===== src/rtl/pet_pkg.sv =====
// Shared PET memory-map types and constants.
// PET_8096_EXPANSION_EN selects the 8096 64 KB expansion banking build.
package pet_pkg;
  typedef enum logic [2:0] {
    RGN_RAM, RGN_VRAM, RGN_OPT9, RGN_OPTA, RGN_ROM, RGN_IO, RGN_UNMAP, RGN_EXP
  } region_e;

  localparam logic [15:0] BANK_REG_ADDR = 16'hFFF0;
  localparam logic [16:0] EXP_BASE      = 17'h10000;

  localparam int BC_WP_LO   = 0;
  localparam int BC_WP_HI   = 1;
  localparam int BC_BLK_LO  = 2;
  localparam int BC_BLK_HI  = 3;
  localparam int BC_VRAM_PT = 5;
  localparam int BC_IO_PT   = 6;
  localparam int BC_EN      = 7;

`ifdef PET_8096_EXPANSION_EN
  localparam bit EXP_EN = 1'b1;
`else
  localparam bit EXP_EN = 1'b0;
`endif
endpackage


===== src/rtl/pet_memmap_decode.sv =====
// Combinational PET address decoder: CPU address + bank_ctrl -> region, physical address, write permission.
// phys_hi marks a physical access above 64 KB (DMA), which always targets expansion RAM.
module pet_memmap_decode import pet_pkg::*; #(
  parameter int         RAM_AW      = 15,
  parameter logic [1:0] OPTROM_MASK = 2'b11
) (
  input  logic [15:0] addr,
  input  logic        phys_hi,
  input  logic [7:0]  bank_ctrl,
  output region_e     region,
  output logic [16:0] phys,
  output logic        wr_ok
);
  localparam logic [16:0] RAM_TOP = 17'd1 << RAM_AW;

  logic       io_win, vram_win;
  logic [1:0] blk;
  logic       unused_bc4;

  assign unused_bc4 = bank_ctrl[4];

  always_comb begin
    io_win   = (addr[15:11] == 5'b11101);
    vram_win = (addr[15:12] == 4'h8);
    blk      = addr[14] ? {bank_ctrl[BC_BLK_HI], 1'b1} : {bank_ctrl[BC_BLK_LO], 1'b0};
    region   = RGN_ROM;
    phys     = {1'b0, addr};
    if (!addr[15])                region = ({1'b0, addr} < RAM_TOP) ? RGN_RAM : RGN_UNMAP;
    else if (vram_win)            region = RGN_VRAM;
    else if (addr[15:12] == 4'h9) region = OPTROM_MASK[0] ? RGN_OPT9 : RGN_UNMAP;
    else if (addr[15:12] == 4'hA) region = OPTROM_MASK[1] ? RGN_OPTA : RGN_UNMAP;
    else if (io_win)              region = RGN_IO;
    // banked upper half, except the enabled peek-through windows
    if (EXP_EN && bank_ctrl[BC_EN] && addr[15] &&
        !(bank_ctrl[BC_IO_PT] && io_win) && !(bank_ctrl[BC_VRAM_PT] && vram_win)) begin
      region = RGN_EXP;
      phys   = EXP_BASE | {1'b0, blk, addr[13:0]};
    end
    if (phys_hi) begin
      region = RGN_EXP;
      phys   = EXP_BASE | {1'b0, addr};
    end
    case (region)
      RGN_RAM, RGN_VRAM, RGN_IO: wr_ok = 1'b1;
      RGN_EXP: wr_ok = phys_hi ? EXP_EN
                               : !(addr[14] ? bank_ctrl[BC_WP_HI] : bank_ctrl[BC_WP_LO]);
      default: wr_ok = 1'b0;
    endcase
  end
endmodule


===== src/rtl/pet_memmap.sv =====
// PET memory-map controller: CPU decode, registered read mux and DMA arbitration.
// Define PET_8096_EXPANSION_EN to build the $FFF0 bank register and 64 KB expansion.
module pet_memmap import pet_pkg::*; #(
  parameter int         RAM_AW      = 15,
  parameter int         VRAM_AW     = 10,
  parameter logic [1:0] OPTROM_MASK = 2'b11
) (
  input  logic               clk,
  input  logic               reset,
  input  logic               ce_cpu,
  input  logic [15:0]        addr,
  input  logic [7:0]         data_in,
  input  logic               we,
  output logic [7:0]         data_out,
  output logic [16:0]        mem_addr,
  output logic [7:0]         mem_wdata,
  output logic               mem_we,
  input  logic [7:0]         mem_rdata,
  output logic [VRAM_AW-1:0] vram_addr,
  output logic               vram_we,
  input  logic [7:0]         vram_rdata,
  output logic [14:0]        rom_addr,
  input  logic [7:0]         rom_rdata,
  output logic               io_cs,
  input  logic [7:0]         io_rdata,
  input  logic               dma_req,
  input  logic [16:0]        dma_addr,
  input  logic [7:0]         dma_din,
  input  logic               dma_we,
  output logic [7:0]         dma_dout,
  output logic               dma_ack,
  output logic [7:0]         bank_ctrl
);
  typedef enum logic [1:0] {DMA_IDLE, DMA_ISSUE, DMA_ACK} dma_state_e;

  dma_state_e  state_q, state_d;
  region_e     cpu_rgn, rgn_q, unused_dma_rgn;
  logic [16:0] cpu_phys, unused_dma_phys;
  logic        cpu_wr_ok, dma_dec_ok, bank_wr, dma_go, dma_blk_q, rd_pend;
  logic [7:0]  bank_q, io_q, open_q, data_q, rd_mux, dma_rd, dma_dout_q;

  pet_memmap_decode #(.RAM_AW(RAM_AW), .OPTROM_MASK(OPTROM_MASK)) u_cpu_dec (
    .addr(addr), .phys_hi(1'b0), .bank_ctrl(bank_q),
    .region(cpu_rgn), .phys(cpu_phys), .wr_ok(cpu_wr_ok));

  pet_memmap_decode #(.RAM_AW(RAM_AW), .OPTROM_MASK(OPTROM_MASK)) u_dma_dec (
    .addr(dma_addr[15:0]), .phys_hi(dma_addr[16]), .bank_ctrl(8'h00),
    .region(unused_dma_rgn), .phys(unused_dma_phys), .wr_ok(dma_dec_ok));

  assign bank_wr   = EXP_EN & ce_cpu & we & (addr == BANK_REG_ADDR);
  assign bank_ctrl = bank_q;

`ifdef PET_8096_EXPANSION_EN
  always_ff @(posedge clk) begin
    if (reset)        bank_q <= 8'h00;
    else if (bank_wr) bank_q <= data_in;
  end
`else
  assign bank_q = 8'h00;
`endif

  // CPU owns the RAM port whenever ce_cpu is up, even mid-DMA
  assign dma_go = (state_q == DMA_ISSUE) && !ce_cpu;

  always_comb begin
    mem_addr  = cpu_phys;
    mem_wdata = data_in;
    mem_we    = ce_cpu & we & cpu_wr_ok & ~bank_wr & ((cpu_rgn == RGN_RAM) || (cpu_rgn == RGN_EXP));
    if (dma_go) begin
      mem_addr  = dma_addr;
      mem_wdata = dma_din;
      mem_we    = dma_we & (~dma_addr[16] | dma_dec_ok);
    end
  end

  assign vram_addr = addr[VRAM_AW-1:0];
  assign vram_we   = ce_cpu & we & (cpu_rgn == RGN_VRAM);
  assign rom_addr  = addr[14:0];
  assign io_cs     = ce_cpu & (cpu_rgn == RGN_IO);

  always_comb begin
    case (rgn_q)
      RGN_RAM, RGN_EXP:            rd_mux = mem_rdata;
      RGN_VRAM:                    rd_mux = vram_rdata;
      RGN_OPT9, RGN_OPTA, RGN_ROM: rd_mux = rom_rdata;
      RGN_IO:                      rd_mux = io_q;
      default:                     rd_mux = open_q;
    endcase
  end

  // memories answer one cycle late, so the fresh byte is muxed straight out then held
  assign data_out = rd_pend ? rd_mux : data_q;

  always_ff @(posedge clk) begin
    if (reset) begin
      rd_pend <= 1'b0;
      rgn_q   <= RGN_UNMAP;
      io_q    <= 8'h00;
      open_q  <= 8'h00;
      data_q  <= 8'h00;
    end else begin
      rd_pend <= ce_cpu & ~we;
      if (ce_cpu) begin
        rgn_q  <= cpu_rgn;
        io_q   <= io_rdata;
        open_q <= addr[15:8];
      end
      if (rd_pend) data_q <= rd_mux;
    end
  end

  always_comb begin
    state_d = state_q;
    case (state_q)
      DMA_IDLE:  if (dma_req && !ce_cpu) state_d = DMA_ISSUE;
      DMA_ISSUE: state_d = ce_cpu ? DMA_IDLE : DMA_ACK;
      default:   state_d = DMA_IDLE;
    endcase
  end

  assign dma_ack  = (state_q == DMA_ACK);
  assign dma_rd   = dma_blk_q ? 8'hFF : mem_rdata;
  assign dma_dout = dma_ack ? dma_rd : dma_dout_q;

  always_ff @(posedge clk) begin
    if (reset) begin
      state_q    <= DMA_IDLE;
      dma_blk_q  <= 1'b0;
      dma_dout_q <= 8'h00;
    end else begin
      state_q <= state_d;
      if (dma_go)  dma_blk_q  <= dma_addr[16] & ~dma_dec_ok;
      if (dma_ack) dma_dout_q <= dma_rd;
    end
  end
endmodule

===== config.mk =====
export PLATFORM = sky130hd
export DESIGN_NAME = pet_memmap
export DESIGN_NICKNAME = d
export VERILOG_FILES = /design/src/rtl/pet_pkg.sv /design/src/rtl/pet_memmap_decode.sv /design/src/rtl/pet_memmap.sv
export SDC_FILE = /design/constraint.sdc
export NUM_CORES = 1
export LEC_CHECK = 0
export CORE_UTILIZATION = 31
export CTS_BUF_LIST = sky130_fd_sc_hd__clkbuf_4
export CTS_CLUSTER_SIZE = 20
export DETAILED_ROUTE_END_ITERATION = 10
export PLACE_DENSITY = 0.68
export SLEW_MARGIN = 10
export SYNTH_ARGS = -nofsm -noshare
export SYNTH_HDL_FRONTEND = slang
export SYNTH_SLANG_ARGS = --single-unit

===== constraint.sdc =====
create_clock -name clk -period 2.6 [get_ports clk]
set_input_delay 0.52 -clock clk [delete_from_list [all_inputs] [get_ports clk]]
set_output_delay 0.52 -clock clk [all_outputs]
set_load 0.02 [all_outputs]

**After elaboration in Yosys (flattened, before gate mapping)**

Cells that the tools add are included.

- Register bits: 39
- Bits of input ports: 87
- Output and inout bits: 78
- Word-level logic and storage cells: 83

- $lt $le $gt $ge: 2
- Eq/ne operators: 23
- Multiplexer cells: 26
- Bitwise operators: 12
- Reductions and logical operators: 12

Operator list:

| kind | count |
|---|---|
| 2-to-1 mux 3 bit | 11 |
| less-than comparator 16 bit, second input constant | 2 |
| 2-to-1 mux 8 bit | 4 |
| case mux 8 bit (4 select lines) | 1 |
| equality test 4 bit, second input constant | 6 |
| equality test 3 bit, second input constant | 7 |
| 2-to-1 mux 17 bit | 1 |
| equality test 5 bit, second input constant | 2 |
| equality test 3 x 1 -> 1 bit, second input constant | 3 |
| logical NOT 3 bit | 3 |
| bitwise AND 1 bit | 8 |
| equality test 3 x 2 -> 1 bit, second input constant | 2 |
| OR reduction 3 bit | 2 |
| 2-to-1 mux 1 bit | 5 |
| 2-to-1 mux 2 bit | 2 |
| case mux 2 bit (2 select lines) | 1 |
| OR reduction 4 bit | 1 |
| inverter 1 bit | 3 |
| equality test 2 x 1 -> 1 bit, second input constant | 1 |
| equality test 2 bit, second input constant | 1 |
| logical AND 1 bit | 2 |
| logical NOT 2 bit | 1 |
| inequality test 2 bit, second input constant | 1 |
| case mux 1 bit (2 select lines) | 1 |
| 4 further kinds | 4 |

**Depth between registers and ports, before layout**

- Depth after elaboration: 13
- Depth in mapped cells: 6

**Hierarchy**

From an unflattened synthesis, not the netlist that was laid out.

- Cell total of the unflattened synthesis: 421
- Area total of the unflattened synthesis: 3170.5 µm²

Modules (own cells, without submodules):

| module | instances | cells an instance | area an instance (µm²) |
|---|---|---|---|
| pet_memmap | 1 | 365 | 2742.6 |
| pet_memmap_decode | 2 | 28 | 214.0 |

**Worst setup path after synthesis**

OpenSTA, ideal clock, no wires.

- Path kind: input to output
- Start point: in ce_cpu
- End point: out vram_we
- Data arrival time: 1.630 ns
- Required time: 2.080 ns
- Setup slack: 0.450 ns
- Cell stages on the path: 3
- Buffers on the path: 1
- Cells stage by stage: clkbuf_1 nand2_1 nor4_1

- Word-level cells in the longest chain between the ends: 2

Ends and longest elaborated chain:

| element | line | text |
|---|---|---|
| start, declared | pet_memmap.sv:10 | `input logic ce_cpu,` |
| bitwise AND 1 bit (2 in a row) | pet_memmap.sv:77 | `assign vram_we = ce_cpu & we & (cpu_rgn == RGN_VRAM);` |
| end, declared | pet_memmap.sv:20 | `output logic vram_we,` |

No other way between the ends.

**Worst setup path in the final report**

- Start point: in rom_rdata[0]
- End point: out data_out[0]

- Word-level cells in the longest chain between the ends: 2

Ends and longest elaborated chain:

| element | line | text |
|---|---|---|
| start, declared | pet_memmap.sv:23 | `input logic [7:0] rom_rdata,` |
| case mux 8 bit (4 select lines) | pet_memmap.sv:82 | `case (rgn_q)` |
| 2-to-1 mux 8 bit | -- |  |
| end, declared | pet_memmap.sv:14 | `output logic [7:0] data_out,` |

No other way between the ends.

==> qor.yml <==
setup_path:
  reg2reg_setup_slack_ns: 0.89
  critPathKind: "in2out"
  worstPathArrival_ns: 2.06
  critical_path.endpoint_type: "output port"
  cp_cell_sequence: "clkdlybuf4s50_1 -> mux2_4 -> a22o_1 -> a2111oi_4 -> nor2_1 -> buf_2"
  critical-path-max-stage-delay_ns: 0.42
  endpoint_required_time_on_the_critical_path_ns: 2.08
  startpoint_type: "input pin"
  crit_path_top_delay_cell: "sky130_fd_sc_hd__clkdlybuf4s50_1"
  cp_top_family: "buffers and inverters"
  worstPathBufferInverterCount: 2
  cp_max_fo: 2
floorplan:
  die_width_um: 94.0
  core.rowCount: 33
  num_io_pins: 165
  initial_utilization: 0.320
  core_region_area_sq_um: 8220
  design.die.area_sq_um: 8840
  die-height_um: 94.0
power_and_ir_drop:
  worst_ir_drop_vdd_v: 0.000146
  p_seq_frac: 0.408
  power.switching_uw: 506
  leakage_uw: 0.00187
  combPwrFrac: 0.394
  power_uw: 1570
  clock_power_share: 0.199
  p_int_uw: 1060
  switching_power_as_a_share_of_total_power: 0.322
  power.density_cell_area_nw_per_um2: 353
yosys:
  adder_cell_fraction_of_synth_area: 0
  synth-seq-area-share: 0.297
  post_synth_xor_area_fraction: 0.00333
  synthesis.instances: 305
  postSynthAreaPerCell_sq_um: 8.61
  synth-compound-area-share: 0.164
  post_synth_mux_area_share: 0.208
  synth_seq_cells: 39
  synthDistinctLibCells: 33
  main_combinational_cell_family_by_area_after_synthesis: "multiplexers"
  post_synth_instance_area_sq_um: 2630
  simple_gate_portion_of_the_synthesized_area: 0.193
  syn_warnings: 0
timing:
  finalCriticalPeriod_ns: 2.58
  slew_viol_final: 0
  setup_violations: 0
  fin_worst_hold_slack_ns: 0.489
  worst_clock_skew_ns: 0.0129
  final_hold_viol_count: 0
  fin_crit_sh: 0.992
  rsz0062_at_grt: "true"
  max_freq_mhz: 388
placement:
  dp_hpwl_mm: 6.44
  place.detailed.instances: 543
  gp_congestion: 0.780
  placed_cell_area_sq_um: 4200
  placement.io_buffers: 156
final_layout:
  flow.area_growth_from_synthesis_pct: 69.4
  stdcell_area_sq_um: 4450
  antenna_cell_count: 0
  layout.core_utilization: 0.541
  post_route_cells_drive_above_1_share: 0.259
  final_nets: 541
  finalNonFillerCells: 560
  fillerInstances: 752
  mostFrequentLayoutCells: "sky130_fd_sc_hd__clkdlybuf4s50_1 (115), sky130_fd_sc_hd__nor2_1 (41), sky130_fd_sc_hd__dfxtp_1 (38), sky130_fd_sc_hd__buf_4 (30), sky130_fd_sc_hd__mux2_2 (24)"
  mostFrequentLayoutCell: "sky130_fd_sc_hd__clkdlybuf4s50_1"
worst_hold_path:
  hold_path.class: "reg2reg"
routing:
  dr.max_layer_used: "met4"
  wl_met1_mm: 3.44
  detailedRoute.firstPassIterationCount: 4
  met2_length_mm: 4.29
  postRouteAntennaNets: 0
  route.final.wire_length_mm: 8.47
  drc: 0
  vias: 2618
  routed_wire_length_per_instance_um: 15.1
  drt-vias-per-instance: 4.68
  met3_length_um: 648
  drtIter0Drc: 109
global_routing:
  antenna_found_initial: 0
  via_count_of_the_first_global_routing_pass: 2583
  grt_start_max_net_pins: 21
  wire_length_of_the_first_global_routing_pass_mm: 12.9
  grt_overflow_total: 0
  groute.usage.overall: 0.189
clock_network:
  tritoncts.num_buffers: 5
  holdBufCountCts: 0
  tritoncts_clock_tree: "built"
  cts.reportedPaths.clkPinSlew_ns: 0.13
  h_tree_depth_reported_by_cts: 2
  cts_sinks: 39
  latest_clock_arrival_within_the_worst_skew_pair_ns: 0.35
  cts_max_path_buffers: 2
  cts.root.buffer_cell: "sky130_fd_sc_hd__clkbuf_4"
job:
  drv_cap: 0
status:
  outcome: "finished clean"
## per-stage QoR
stage                     setup TNS [ns]  worst slack, ns
after CTS                              0          0.00437
after global placement            -10.88           -0.421
after floorplan                        0            0.450
after global routing             -0.0341          -0.0273
after detailed placement          -11.40           -0.445
final                                  0           0.0199
## final cells by class
| cell class | instances | area [sq um] | area share |
|---|---|---|---|
| timing repair buffer | 187 | 1820 | 0.409 |
| inverter | 3 | 15.0 | 0.00337 |
| clock buffer | 5 | 37.5 | 0.00844 |
| sequential | 39 | 782 | 0.176 |
| clock inverter | 3 | 15.0 | 0.00337 |
| tap | 105 | 131 | 0.0295 |
| multi-input combinational | 218 | 1650 | 0.370 |
## logic make-up (layout without fill, tap and decap cells)
kind of cell              Yosys count  count (layout)
and+or+nand+nor                   105             105
AOI/OAI and AO/OA                  56              56
buffers and inverters              55             198
muxes                              48              48
DFF                                39              39
other                               1               8
xor gates and xnor gates            1               1
## path summary, 6_finish.rpt
kind                  to    startpoint  cells past startpoint
max          data_out[0]  rom_rdata[0]                      6
min            open_q[6]     open_q[6]                      2
max reg2reg    data_q[6]      rgn_q[0]                      7
min reg2reg    open_q[6]     open_q[6]                      2
## cell usage after synthesis
master / number / share of area
sky130_fd_sc_hd__and3_1: 2 / 0.0048
sky130_fd_sc_hd__dfxtp_1: 39 / 0.30
sky130_fd_sc_hd__nand2_1: 15 / 0.021
sky130_fd_sc_hd__nor2b_2: 1 / 0.0033
sky130_fd_sc_hd__nand4b_1: 1 / 0.0033
sky130_fd_sc_hd__nor4_1: 1 / 0.0024
sky130_fd_sc_hd__o21a_1: 8 / 0.023
sky130_fd_sc_hd__buf_4: 33 / 0.094
sky130_fd_sc_hd__nor3_1: 10 / 0.019
sky130_fd_sc_hd__mux2_4: 7 / 0.040
sky130_fd_sc_hd__and2_1: 1 / 0.0024
sky130_fd_sc_hd__xor2_1: 1 / 0.0033
sky130_fd_sc_hd__clkbuf_1: 8 / 0.011
sky130_fd_sc_hd__buf_6: 1 / 0.0043
sky130_fd_sc_hd__buf_1: 2 / 0.0029
sky130_fd_sc_hd__a21boi_0: 4 / 0.011
sky130_fd_sc_hd__nor2b_1: 17 / 0.040
sky130_fd_sc_hd__nor2_1: 42 / 0.060
sky130_fd_sc_hd__mux2_1: 1 / 0.0043
sky130_fd_sc_hd__nand2b_1: 11 / 0.026
sky130_fd_sc_hd__a22o_1: 8 / 0.027
sky130_fd_sc_hd__a2111oi_2: 8 / 0.046
sky130_fd_sc_hd__o21ai_0: 10 / 0.019
sky130_fd_sc_hd__a21oi_1: 14 / 0.027
sky130_fd_sc_hd__or3_1: 1 / 0.0024
sky130_fd_sc_hd__mux2i_1: 16 / 0.061
sky130_fd_sc_hd__nand3b_1: 2 / 0.0057
sky130_fd_sc_hd__mux2_2: 24 / 0.10
sky130_fd_sc_hd__conb_1: 1 / 0.0014
sky130_fd_sc_hd__inv_1: 3 / 0.0043
sky130_fd_sc_hd__buf_2: 8 / 0.015
sky130_fd_sc_hd__a21boi_1: 4 / 0.011
sky130_fd_sc_hd__nand3_1: 1 / 0.0019
## layer usage
| metal | up-vias | global-route usage |
|---|---|---|
| met5 | - | 0 |
| li1 | 1313 | - |
| met1 | 1200 | 0.223 |
| met3 | 9 | 0.0502 |
| met2 | 96 | 0.339 |
| met4 | 0 | 0.0423 |
## power groups by stage
stage | clock (uW) | combinational, uW | sequential, uW
global placement | 0 | 571 | 652
floorplan | 0 | 314 | 645
global route | 348 | 660 | 644
detailed placement | 0 | 577 | 652
finish | 312 | 618 | 640
CTS | 319 | 609 | 640
## state kept, by name, indices dropped and copies added, names as in the netlist
name        flops
data_q          8
dma_dout_q      8
io_q            8
open_q          8
rgn_q           3
state_q         2
dma_blk_q       1
rd_pend         1
## tightest hold or removal path, cell delays in order, from the launching register on
cell and delay, ns:
sky130_fd_sc_hd__dfxtp_1 0.34, sky130_fd_sc_hd__nand2_1 0.06, sky130_fd_sc_hd__a21oi_1 0.06
## repair_timing
| item | 4_1_cts | 5_1_grt |
|---|---|---|
| gates resized for setup | 125 | 23 |
| setup buffers | 4 | 4 |
| pin swaps | 7 | 11 |
| gates cloned | 0 | 1 |
| endpoints found under the setup margin | 38 | 37 |
(Power assumes the default switching activity.)
